## config.mk

```make
export PLATFORM = sky130hd
export DESIGN_NAME = axi_id_remap_table
export DESIGN_NICKNAME = d
export VERILOG_FILES = /design/src/rtl/axi_id_remap_table.sv
export SDC_FILE = /design/constraint.sdc
export NUM_CORES = 1
export LEC_CHECK = 0
export ABC_AREA = 1
export CAP_MARGIN = 10
export CORE_MARGIN = 10
export CORE_UTILIZATION = 50
export DETAILED_ROUTE_END_ITERATION = 10
export PLACE_DENSITY = 0.71
export REMOVE_ABC_BUFFERS = 1
export SYNTH_ARGS = -nofsm -noshare
export SYNTH_HDL_FRONTEND = slang
export SYNTH_SLANG_ARGS = --single-unit
```

## constraint.sdc

```tcl
create_clock -name clk -period 3.6 [get_ports clk]
set_clock_uncertainty 0.2 [all_clocks]
set_input_delay 0.72 -clock clk [delete_from_list [all_inputs] [get_ports clk]]
set_output_delay 0.72 -clock clk [all_outputs]
set_load 0.05 [all_outputs]
```

## src/rtl/axi_id_remap_table.sv

```systemverilog
// -----------------------------------------------------------------------------
// axi_id_remap_table
//
// Purpose:
//   Remaps external AXI read IDs (ARID) onto unique internal IDs for the ROB
//   read path. Each row of the table is bound to one external ID, and each
//   column of a row is one outstanding slot for that ID. The internal ID is
//   UID = {row, col}. Every slot keeps the external ID it was allocated for,
//   so frees may arrive in any order. Each free returns a registered response
//   with the restored external ID, or an error if the UID was not in use.
//
// Ports:
//   clk             clock
//   rst             synchronous, active-high reset
//   alloc_valid     allocation request
//   alloc_id        external ID to remap
//   alloc_ready     a slot is available for alloc_id this cycle
//                   (independent of alloc_valid)
//   alloc_uid       granted UID; zero when alloc_ready is low
//   free_valid      release one UID; always accepted
//   free_uid        UID being released
//   free_rsp_valid  registered free response strobe (1-cycle latency)
//   free_rsp_id     external ID restored for the freed UID (0 on error)
//   free_rsp_err    freed UID was not in use or was out of range
//   outstanding     registered count of used slots
//   full            registered flag: every slot of every row is used
// -----------------------------------------------------------------------------
module axi_id_remap_table #(
    parameter int ID_WIDTH = 4,
    parameter int NUM_ROWS = 4,
    parameter int NUM_COLS = 4,
    localparam int ROW_W   = (NUM_ROWS > 1) ? $clog2(NUM_ROWS) : 1,
    localparam int COL_W   = (NUM_COLS > 1) ? $clog2(NUM_COLS) : 1,
    localparam int UID_W   = ROW_W + COL_W,
    localparam int OCC_W   = $clog2(NUM_ROWS * NUM_COLS + 1)
) (
    input  logic                clk,
    input  logic                rst,
    input  logic                alloc_valid,
    input  logic [ID_WIDTH-1:0] alloc_id,
    output logic                alloc_ready,
    output logic [UID_W-1:0]    alloc_uid,
    input  logic                free_valid,
    input  logic [UID_W-1:0]    free_uid,
    output logic                free_rsp_valid,
    output logic [ID_WIDTH-1:0] free_rsp_id,
    output logic                free_rsp_err,
    output logic [OCC_W-1:0]    outstanding,
    output logic                full
);

    // ------------------------------------------------------------------
    // Table state
    // ------------------------------------------------------------------
    logic                r_row_bound [NUM_ROWS];
    logic [ID_WIDTH-1:0] r_row_id    [NUM_ROWS];
    logic [NUM_COLS-1:0] r_slot_used [NUM_ROWS];
    logic [ID_WIDTH-1:0] r_tag       [NUM_ROWS][NUM_COLS];

    logic                r_rsp_valid;
    logic [ID_WIDTH-1:0] r_rsp_id;
    logic                r_rsp_err;
    logic [OCC_W-1:0]    r_outstanding;
    logic                r_full;

    // ------------------------------------------------------------------
    // Free decode
    // ------------------------------------------------------------------
    logic [ROW_W-1:0]    w_frow;
    logic [COL_W-1:0]    w_fcol;
    logic                w_free_ok;
    logic [ID_WIDTH-1:0] w_free_tag;

    assign w_frow = free_uid[UID_W-1:COL_W];
    assign w_fcol = free_uid[COL_W-1:0];

    // NOTE: every variable written in an always_comb gets a default first,
    // so no path through the block can leave it unassigned (no latch).
    always_comb begin
        w_free_ok  = 1'b0;
        w_free_tag = '0;
        // The range guard keeps a UID past NUM_ROWS/NUM_COLS (possible when
        // those are not powers of two) from indexing outside the table.
        if (free_valid && (int'(w_frow) < NUM_ROWS) && (int'(w_fcol) < NUM_COLS)) begin
            w_free_ok  = r_slot_used[w_frow][w_fcol];
            w_free_tag = r_tag[w_frow][w_fcol];
        end
    end

    // ------------------------------------------------------------------
    // Row selection: a bound row matching alloc_id wins, otherwise the
    // lowest unbound row. Only registered row_bound is consulted, so a row
    // emptied by a free this cycle is not yet offered as unbound.
    // ------------------------------------------------------------------
    logic             w_hit_found;
    logic [ROW_W-1:0] w_hit_row;
    logic             w_unb_found;
    logic [ROW_W-1:0] w_unb_row;
    logic             w_row_found;
    logic [ROW_W-1:0] w_row;

    always_comb begin
        w_hit_found = 1'b0;
        w_hit_row   = '0;
        w_unb_found = 1'b0;
        w_unb_row   = '0;
        for (int i = 0; i < NUM_ROWS; i++) begin
            if (!w_hit_found && r_row_bound[i] && (r_row_id[i] == alloc_id)) begin
                w_hit_found = 1'b1;
                w_hit_row   = ROW_W'(i);
            end
            if (!w_unb_found && !r_row_bound[i]) begin
                w_unb_found = 1'b1;
                w_unb_row   = ROW_W'(i);
            end
        end
    end

    assign w_row_found = w_hit_found || w_unb_found;
    assign w_row       = w_hit_found ? w_hit_row : w_unb_row;

    // ------------------------------------------------------------------
    // Column selection: a slot freed this cycle counts as available, so a
    // full row can accept an allocation in the same cycle as a free.
    // ------------------------------------------------------------------
    logic [NUM_COLS-1:0] w_eff_used;
    logic                w_col_found;
    logic [COL_W-1:0]    w_col;

    always_comb begin
        w_eff_used = r_slot_used[w_row];
        if (w_free_ok && (w_frow == w_row)) begin
            w_eff_used[w_fcol] = 1'b0;
        end
        w_col_found = 1'b0;
        w_col       = '0;
        for (int c = 0; c < NUM_COLS; c++) begin
            if (!w_col_found && !w_eff_used[c]) begin
                w_col_found = 1'b1;
                w_col       = COL_W'(c);
            end
        end
    end

    logic w_ready;
    logic w_fire;

    assign w_ready     = w_row_found && w_col_found;
    assign w_fire      = alloc_valid && w_ready;
    assign alloc_ready = w_ready;
    assign alloc_uid   = w_ready ? {w_row, w_col} : '0;

    // ------------------------------------------------------------------
    // Row release: the freed row unbinds when its bitmap empties, unless
    // an allocation lands in the same row this cycle.
    // ------------------------------------------------------------------
    logic [NUM_COLS-1:0] w_frow_next;
    logic                w_unbind;

    always_comb begin
        w_frow_next = '0;
        w_unbind    = 1'b0;
        if (w_free_ok) begin
            w_frow_next         = r_slot_used[w_frow];
            w_frow_next[w_fcol] = 1'b0;
            w_unbind            = (w_frow_next == '0) && !(w_fire && (w_row == w_frow));
        end
    end

    logic [OCC_W-1:0] w_occ_next;

    assign w_occ_next = r_outstanding + OCC_W'(w_fire) - OCC_W'(w_free_ok);

    // ------------------------------------------------------------------
    // State update
    // ------------------------------------------------------------------
    // NOTE: sequential state uses non-blocking assignments only, so every
    // register samples pre-edge values regardless of statement order.
    always_ff @(posedge clk) begin
        if (rst) begin
            // NOTE: the tag array is small flop storage, not a RAM, so it is
            // reset along with the rest of the table to keep responses defined.
            for (int i = 0; i < NUM_ROWS; i++) begin
                r_row_bound[i] <= 1'b0;
                r_row_id[i]    <= '0;
                r_slot_used[i] <= '0;
                for (int c = 0; c < NUM_COLS; c++) begin
                    r_tag[i][c] <= '0;
                end
            end
            r_rsp_valid   <= 1'b0;
            r_rsp_id      <= '0;
            r_rsp_err     <= 1'b0;
            r_outstanding <= '0;
            r_full        <= 1'b0;
        end else begin
            // Clear before set: if alloc and free hit the same slot, the
            // later set wins and the slot stays used.
            if (w_free_ok) begin
                r_slot_used[w_frow][w_fcol] <= 1'b0;
            end
            if (w_fire) begin
                r_slot_used[w_row][w_col] <= 1'b1;
                r_tag[w_row][w_col]       <= alloc_id;
                if (!r_row_bound[w_row]) begin
                    r_row_bound[w_row] <= 1'b1;
                    r_row_id[w_row]    <= alloc_id;
                end
            end
            if (w_unbind) begin
                r_row_bound[w_frow] <= 1'b0;
                r_row_id[w_frow]    <= '0;
            end

            // The response tag is read from pre-edge state, so a same-slot
            // re-allocation still returns the old tag.
            r_rsp_valid   <= free_valid;
            r_rsp_id      <= w_free_ok ? w_free_tag : '0;
            r_rsp_err     <= free_valid && !w_free_ok;
            r_outstanding <= w_occ_next;
            r_full        <= (w_occ_next == OCC_W'(NUM_ROWS * NUM_COLS));
        end
    end

    assign free_rsp_valid = r_rsp_valid;
    assign free_rsp_id    = r_rsp_id;
    assign free_rsp_err   = r_rsp_err;
    assign outstanding    = r_outstanding;
    assign full           = r_full;

endmodule

```

== Yosys cells after proc, flatten, opt, wreduce, memory -nomap -nowiden ==
Memory sizes are Yosys's and may differ from the RTL's.
Index checks and enable logic that the tools add are counted.

* Reductions and logical operators: 47
* Add/sub/neg operators: 2
* Multiplexer cells: 74
* $lt $le $gt $ge: 7
* Equal/unequal tests: 7
* Bitwise operators: 7

{| class="wikitable"
|+ Operator list
! kind !! number
|-
| two-way mux 4 bit || 13
|-
| two-way mux 16 bit || 3
|-
| two-way mux 1 bit || 39
|-
| two-way mux 2 bit || 14
|-
| logical AND 1 bit || 22
|-
| equality test 4 bit || 4
|-
| OR reduction 16 bit || 1
|-
| OR reduction 4 bit || 4
|-
| logical NOT 1 bit || 15
|-
| bitwise AND 4 bit || 2
|-
| binary-select mux 4 bit (select 2 bit) || 1
|-
| demux 4 bit (select 2 bit) || 1
|-
| greater-or-equal comparator 3 bit, second input constant || 2
|-
| less-than comparator 2 x 3 -> 1 bit, second input constant || 2
|-
| NOT 2 -> 3 bit || 2
|-
| adder 5 x 1 -> 5 bit || 1
|-
| equality test 5 bit, second input constant || 1
|-
| subtractor 5 x 1 -> 5 bit || 1
|-
| demux 1 bit (select 2 bit) || 2
|-
| equality test 2 bit || 2
|-
| greater-or-equal comparator 2 x 1 -> 1 bit, second input constant || 2
|-
| logical NOT 4 bit || 1
|-
| NOT 4 bit || 1
|-
| less-than comparator 3 x 1 -> 1 bit, second input constant || 1
|-
| other kinds (5) || 7
|}

* Bits in writable memories: 100
* Input port bits: 12
* Memories: 4
* Bits in registers: 12
* Output and inout port bits: 17

{| class="wikitable"
|+ Memory list
! name !! depth !! bits a word !! read ports !! clocked after Yosys merged registers in !! write ports !! RTL line !! text
|-
| r_tag || 4 || 16 || 1 || 0 || 4 || 58 || <nowiki>logic [ID_WIDTH-1:0] r_tag [NUM_ROWS][NUM_COLS];</nowiki>
|-
| r_row_id || 4 || 4 || 4 || 0 || 4 || 56 || <nowiki>logic [ID_WIDTH-1:0] r_row_id [NUM_ROWS];</nowiki>
|-
| r_slot_used || 4 || 4 || 2 || 0 || 4 || 57 || <nowiki>logic [NUM_COLS-1:0] r_slot_used [NUM_ROWS];</nowiki>
|-
| r_row_bound || 4 || 1 || 5 || 0 || 4 || 55 || <nowiki>logic r_row_bound [NUM_ROWS];</nowiki>
|}

== Logic depth before layout (Yosys ltp) ==
Gate-level depths: netlist (run 1).
An unclocked memory read counts as a cell.

* Depth in word-level cells: 40
* Mapped depth: 29
* Mapped depth without buffers: 27

== Worst setup path after synthesis (run 1) ==
No wires, ideal clock.

* Path type: input-to-output
* From: in alloc_id[2]
* To: out alloc_uid[0]
* Stages: 15
* Path buffers: 2
* Arrival: 2.996 ns
* Slack: -0.316 ns
* Path through: buf_4 > xor2_1 > nor2_1 > nand2_2 > a21boi_4 > nand2_4 > buf_6 > nand2_4 > nand3_2 > nor2_1 > nor2_1 > nand3_4 > nand2_1 > inv_1 > o21a_1

* Word-level cells in the longest chain between the ends: 30
* Elaborated cells on any way between the ends: 45
* Those cells by class: eq/ne: 5; mux: 17; bitwise: 1; reduce/logical: 21; memory: 1

{| class="wikitable"
|+ RTL lines
! item !! RTL line !! text
|-
| start: declaration || 40 || <nowiki>input logic [ID_WIDTH-1:0] alloc_id,</nowiki>
|-
| equality test 4 bit || 108 || <nowiki>if (!w_hit_found && r_row_bound[i] && (r_row_id[i] == alloc_id)) begin</nowiki>
|-
| logical AND 1 bit || 108 ||
|-
| two-way mux 1 bit || 108 ||
|-
| logical NOT 1 bit || 108 ||
|-
| logical AND 1 bit (2 in series) || 108 ||
|-
| two-way mux 1 bit || 108 ||
|-
| logical NOT 1 bit || 108 ||
|-
| logical AND 1 bit (2 in series) || 108 ||
|-
| (+13 left out) || - ||
|-
| logical AND 1 bit || 138 || <nowiki>if (!w_col_found && !w_eff_used[c]) begin</nowiki>
|-
| two-way mux 1 bit || 138 ||
|-
| logical NOT 1 bit || 138 ||
|-
| logical AND 1 bit || 138 ||
|-
| two-way mux 1 bit || 138 ||
|-
| logical AND 1 bit (*) || 148 || <nowiki>assign w_ready = w_row_found && w_col_found;</nowiki>
|-
| net alloc_ready || 41 || <nowiki>output logic alloc_ready,</nowiki>
|-
| two-way mux 4 bit (*) || 151 || <nowiki>assign alloc_uid = w_ready ? {w_row, w_col} : '0;</nowiki>
|-
| end: declaration || 42 || <nowiki>output logic [UID_W-1:0] alloc_uid,</nowiki>
|}

Mark *: on every way through the listed nets, which the timed path passes. The rest lies on a longest branch.

== Worst setup path in the final report (run 1) ==
* From: in alloc_id[2]
* To: out alloc_uid[0]

* Word-level cells in the longest chain between the ends: 30
* Elaborated cells on any way between the ends: 45
* Those cells by class: eq/ne: 5; mux: 17; bitwise: 1; reduce/logical: 21; memory: 1

{| class="wikitable"
|+ RTL lines
! item !! RTL line
|-
| equality test 4 bit || 108
|-
| logical AND 1 bit || 108
|-
| two-way mux 1 bit || 108
|-
| logical NOT 1 bit || 108
|-
| logical AND 1 bit (2 in series) || 108
|-
| two-way mux 1 bit || 108
|-
| logical NOT 1 bit || 108
|-
| logical AND 1 bit (2 in series) || 108
|-
| (+12 left out) || -
|-
| logical NOT 1 bit || 138
|-
| logical AND 1 bit || 138
|-
| two-way mux 1 bit || 138
|-
| logical NOT 1 bit || 138
|-
| logical AND 1 bit || 138
|-
| two-way mux 1 bit || 138
|-
| logical AND 1 bit || 148
|-
| two-way mux 4 bit (*) || 151
|}

Every way passes the cells marked *; elsewhere a longest branch is shown, timed or not.

==> results of run 1 <==
## metal layers
| layer | vias up | wire length, um | track usage, % |
|---|---|---|---|
| li1 | 2573 | - | - |
| met1 | 2594 | 7150 | 25.5 |
| met2 | 262 | 8460 | 34.8 |
| met3 | 58 | 1390 | 6.12 |
| met4 | 0 | 571 | 10.1 |
| met5 | - | 0 | 0 |
## area by class of cell
| type | count | share of cell area (%) |
|---|---|---|
| inverters | 66 | 3.29 |
| repair buffers | 164 | 18.4 |
| clock buffers | 11 | 3.23 |
| flip-flops and latches | 112 | 36.8 |
| well taps | 143 | 2.28 |
| multi-input cells | 484 | 35.5 |
| clock inverters | 5 | 0.495 |
## through the flow
step / util [%] / total power [mW] / worst slack [ns]
floorplan: - / 2.17 / -0.587
finish: 69.2 / 3.80 / -0.123
detailed placement: 60.6 / 2.64 / -1.06
CTS: 67.0 / 3.70 / -0.0924
global placement: 60.6 / 2.61 / -1.03
global route: 69.2 / 3.96 / -0.229
## power breakdown
group / total (mW) / switching (mW) / internal [mW]
clock: 0.990 / 0.476 / 0.514
sequential: 1.52 / 0.0641 / 1.46
combinational: 1.29 / 0.770 / 0.519
## flip-flops by register name (all words and copies together), names as in the netlist
signal          count
full                1
r_row_bound         4
free_rsp_id         4
outstanding         5
r_slot_used        16
free_rsp_err        1
free_rsp_valid      1
r_row_id           16
r_tag              64
## worst max-delay path by stage
stage / cells after the start / start / slack, ns / end
after floorplan: 15 / free_uid[2] / -0.59 / alloc_uid[0]
after global placement: 24 / free_uid[2] / -1.03 / full$_SDFF_PP0_
after detailed placement: 24 / free_uid[2] / -1.06 / full$_SDFF_PP0_
after CTS: 21 / alloc_id[0] / -0.09 / alloc_uid[0]
after global routing: 26 / alloc_id[0] / -0.23 / full$_SDFF_PP0_
final: 18 / alloc_id[2] / -0.12 / alloc_uid[0]
## logic make-up (layout without fill, tap and decap cells)
| group | Yosys count | after routing | synth area share, % |
|---|---|---|---|
| compound gates | 108 | 108 | 11.7 |
| simple gates | 361 | 362 | 28.6 |
| fa+ha+maj | 6 | 6 | 1.44 |
| buf+inv | 92 | 246 | 6.92 |
| flops | 112 | 112 | 50.2 |
| xor+xnor | 8 | 8 | 1.22 |
## worst max-delay path, delay by kind of cell
family | cells | cell delay [ns]
xor+xnor | 1 | 0.11
simple gates | 11 | 1.27
buf+inv | 5 | 0.56
compound gates | 1 | 0.13
## layout by cell type, fill, tap and decap left out, types with 3 or more instances in the layout
cell type        count
a21oi_1             23
a22oi_1             34
buf_12               9
buf_4              124
buf_6               12
clkbuf_16            9
clkdlybuf4s50_1     15
dfxtp_1             48
edfxtp_1            64
ha_1                 3
inv_1               53
inv_2                8
nand2_1            106
nand2_2             26
nand2_4              8
nand3_1             12
nand3_2             16
nand3_4              4
nand4_1              7
nor2_1             147
nor2_2               6
nor2_4              14
nor3_1               3
nor4_1               5
o211ai_1             5
o21ai_0             25
o21ai_1              9
o21bai_1             3
xnor2_1              3
xor2_1               4
## repair_timing
| action | 4_1_cts | 5_1_grt |
|---|---|---|
| setup buffers | 37 | 6 |
| gates resized for setup | 78 | 63 |
| setup endpoints to repair | 144 | 32 |
| pin swaps | 41 | 50 |
| gates cloned | 1 | 0 |
==> flow_summary.ini, run 1 <==
[timing]
setup_slack_ns = -0.123
fin_setup_tns_ns = -0.576
whs_ns = 0.289
finalCritPeriodShare_pct = 103
setup_viol = 6
max_freq_mhz = 269
slew-limit-headroom_pct = 65.8
rsz0062_at_grt = yes
hold_viol_final = 0
finalCriticalPeriod_ns = 3.72
worst_pin_slew_ns = 0.511
drv_slew = 0

[detailed_routing]
wl_per_cell_um = 17.8
antenna_left = 0
drt_iter0_drc = 514
dr.pass1.iters = 5
num_vias = 5487
wirelength_um = 17600
drc = 0
via_per_inst = 5.57

[yosys]
synth_area_leaders = edfxtp_1, dfxtp_1, nor2_1
synth.most_common_cell = nor2_1
syn-cell-area_mm2 = 0.00575
synth_top_area_cell = edfxtp_1
synth_common_cells = nor2_1, nand2_1, edfxtp_1
synth_edf_count = 64
syn_inst = 687
yosysWarnings = 0
synthFlopType = edfxtp_1
synth_cell_type_count = 39
synth_top_area_share_pct = 33.4
postSynthAreaPerCell_um2 = 8.37
synth_seq_cells = 112
synth-async-reset-ratio_pct = 0
seq_area_frac_synth_pct = 50.2

[final_layout]
multi_input_area_mm2 = 0.00278
layout-drive-gt1-share_pct = 31.6
layout.nets = 855
seqCellArea_mm2 = 0.00288
final_area_mm2 = 0.00784
n_antenna_cell = 0
fillCellCount = 864
stdcell_count = 985
areaGrowthSynthToFinish_pct = 36.4

[clocking]
cts_hold_buffers = 0
cts_buffers = 9
clk_pin_slew_ns = 0.06
clkLatencyLatePin_ns = 0.37
cts_max_level = 3
cts_buffer_depth = 2
tritoncts = built
clock_tree.root_cell = clkbuf_16
cts.sinks = 112

[floorplanning]
ios = 29
core_mm2 = 0.0113
die_w_um = 127
start_util_pct = 50.8
die_h_um = 127
floorplan.die_area_mm2 = 0.0162
fp-row-count = 39

[hold_path]
min_path_type = reg2reg
holdPathStages = 2
min_to = r_slot_used[2][2]$_DFF_P_
hold_start = r_slot_used[2][2]$_DFF_P_

[worst_setup_path]
arrival_ns = 2.80
r2r-end = full$_SDFF_PP0_
timing.rr.start = r_row_bound[1]$_SDFFE_PP0P_
crit_chain = buf_6 > buf_6 > xnor2_1 > nand3_1 > nand2_2 > nor2_4 > nand2_4 > nand2_8 > nand2_4 > nand4_1 > nand3_4 > nor2_4 > nand3_4 > buf_6 > nand2_4 > inv_4 > o21a_1 > buf_12
r2r_cells = 22
cpPeakStageDelay_ns = 0.16
crit_slowest_cell = buf_12
worstSetupPathType = in2out
cp_max_fo = 7
r2r_slack_ns = 0.09
end_kind = primary output
crit_path_start_kind = primary input
critPathRequiredTime_ns = 2.68

[grt]
antenna_found_initial = 0
track_usage_pct = 21.4
grt_overflow = 0
grt_pass1_wl_um = 27600
grt_pass1_vias = 5433
grt_max_degree = 20

[placement]
placed_cell_area_mm2 = 0.00686
dpl.cell_count = 928
hpwl_um = 12600
routabilityCongestion = 1.02
port_buffers = 28

[pwr]
leakage_nw = 3.35
cellPowerDensity_mw_per_mm2 = 485
vdd_ir_drop_max_mv = 0.472

[flow_run]
maxCapViolations = 0

[run_status]
status = finished with violations
violations = negative setup slack
(Power assumes the default switching activity.)
==> run 2: changes to the inputs <==
CAP_MARGIN = 30   (was 10)
==> results of run 2 <==
No change in the layout: final DEF, timing and power equal those of run 1.
==> run 3: changes to the inputs <==
PLACE_DENSITY = 0.68   (was 0.71)
clock period = 3.9 ns   (was 3.6 ns; I/O delays follow)
==> flow_summary.ini, run 3 (synthesis results as in run 1) <==
[worst_setup_path]
path_buf_inv = 6
crit_chain = buf_12 > buf_6 > nand2_2 > nand3_2 > nor2_2 > nand2_2 > a21boi_4 > buf_6 > nand3_2 > nand2_1 > nand2_1 > nand2_1 > nand2_2 > nor2_4 > nand3_4 > buf_6 > nand2_4 > inv_2 > o21a_1 > buf_12
worstSetupPathType = in2out
cp_max_fo = 4
cp_top_family = simple AND/OR/NAND/NOR gates
end_kind = primary output
critPathRequiredTime_ns = 2.92
cpPeakStageDelay_ns = 0.28
arrival_ns = 2.86
crit_slowest_cell = a21boi_4
crit_path_start_kind = primary input

[clocking]
cts_max_level = 3
tritoncts = built
cts.sinks = 112
clkLatencyLatePin_ns = 0.36
cts_buffers = 9
cts_buffer_depth = 2
clock_tree.root_cell = clkbuf_16
clk_pin_slew_ns = 0.07
cts_hold_buffers = 0

[floorplanning]
fp-row-count = 39
start_util_pct = 50.8
core_mm2 = 0.0113
die_w_um = 127
floorplan.die_area_mm2 = 0.0162
ios = 29
die_h_um = 127

[flow_run]
maxCapViolations = 0

[timing]
finalCriticalPeriod_ns = 3.84
worst_pin_slew_ns = 0.816
hold_viol_final = 0
rsz0062_at_grt = yes
finalCritPeriodShare_pct = 98.5
setup_viol = 0
drv_slew = 0
max_freq_mhz = 260
slew-limit-headroom_pct = 45.3

[final_layout]
fillCellCount = 996
areaGrowthSynthToFinish_pct = 29.0
layout.nets = 827
n_antenna_cell = 0
multi_input_area_mm2 = 0.00263
layout-drive-gt1-share_pct = 25.6
largest_register = r_tag
largestRegisters = r_tag x64, r_row_id x16, r_slot_used x16
final_common_cell = nor2_1
final_cell_mix = nor2_1, nand2_1, buf_4
largest_register_ffs = 64
stdcell_count = 957
final_area_mm2 = 0.00741
seqCellArea_mm2 = 0.00288

[placement]
hpwl_um = 12500
placed_cell_area_mm2 = 0.00684
dpl.cell_count = 927
port_buffers = 28
routabilityCongestion = 0.923

[pwr]
leakage_nw = 3.16
power_mw = 3.36
cellPowerDensity_mw_per_mm2 = 454
vdd_ir_drop_max_mv = 0.394

[detailed_routing]
wirelength_um = 16900
wl_per_cell_um = 17.7
antenna_left = 0
dr.pass1.iters = 5
drc = 0
dr_wl_met3_um = 1080
wl_met1_um = 7180
num_vias = 5173
maxUsedRoutingLayer = met4
wl_met2_um = 8130
via_per_inst = 5.41
drt_iter0_drc = 536

[grt]
grt_pass1_vias = 5062
antenna_found_initial = 0
track_usage_pct = 20.4
grt_max_degree = 27
grt_overflow = 0
grt_pass1_wl_um = 26200

[hold_path]
min_path_type = reg2reg

[run_status]
status = finished, final reports clean
==> run 3: report_power, final <==
part	switching, mW	internal [mW]
sequential	0.0594	1.35
combinational	0.658	0.439
clock	0.427	0.435
total	1.14	2.22
==> run 3: worst register-to-register path, stage by stage (launching register included) <==
cell     delay, ns
dfxtp_1       0.45
nand2_1       0.10
nor2_1        0.10
nand3_1       0.13
nand2_2       0.13
nor2_4        0.05
nand2_4       0.11
nand2_8       0.10
nand2_4       0.09
nand3_2       0.10
nor2_1        0.15
nor2_2        0.07
nand3_4       0.10
nand3_4       0.08
ha_4          0.27
inv_1         0.07
ha_4          0.18
fa_2          0.36
nand2_1       0.07
nand2_1       0.06
a21oi_2       0.15
xor2_1        0.15
nand2_1       0.08
nor2_1        0.10
==> run 3: final cells by class <==
type / instances / share of cell area [%]
clock buffers: 11 / 3.14
clock inverters: 5 / 0.422
inverters: 66 / 3.48
multi-input cells: 483 / 35.5
flip-flops and latches: 112 / 38.9
well taps: 143 / 2.41
repair buffers: 137 / 16.1
==> run 3: final timing paths <==
check / cells past startpoint / slack (ns) / to / startpoint
worst max-delay path: 20 / 0.06 / alloc_uid[0] / alloc_id[0]
worst min-delay path: 2 / 0.28 / r_slot_used[0][1]$_DFF_P_ / r_slot_used[0][1]$_DFF_P_
worst max register to register: 23 / 0.40 / full$_SDFF_PP0_ / r_row_bound[0]$_SDFFE_PP0P_
worst min register to register: 2 / 0.28 / r_slot_used[0][1]$_DFF_P_ / r_slot_used[0][1]$_DFF_P_
==> run 3: per-stage QoR <==
stage | setup TNS, ns | utilization (%) | hold WS (ns) | worst slack, ns
floorplan | -1.76 | - | 0.250 | -0.407
global placement | -40.98 | 60.5 | 0.273 | -0.800
detailed placement | -43.86 | 60.5 | 0.278 | -0.868
CTS | 0 | 63.6 | 0.291 | 0.0153
global route | -0.447 | 65.5 | 0.325 | -0.118
finish | 0 | 65.5 | 0.285 | 0.0583
==> run 3: what timing repair did <==
action,in CTS,in global routing
hold endpoints to repair,0,0
pin swaps,10,35
setup endpoints to repair,18,7
buffers inserted,9,5
gates cloned,0,0
gates resized for setup,44,50
==> run 3: metal layers <==
metal  global-route usage, %  vias to the layer above
met5                       0                        -
met4                    10.0                        0
met3                    3.76                       36
met2                    33.4                      213
met1                    25.4                     2406
li1                        -                     2518
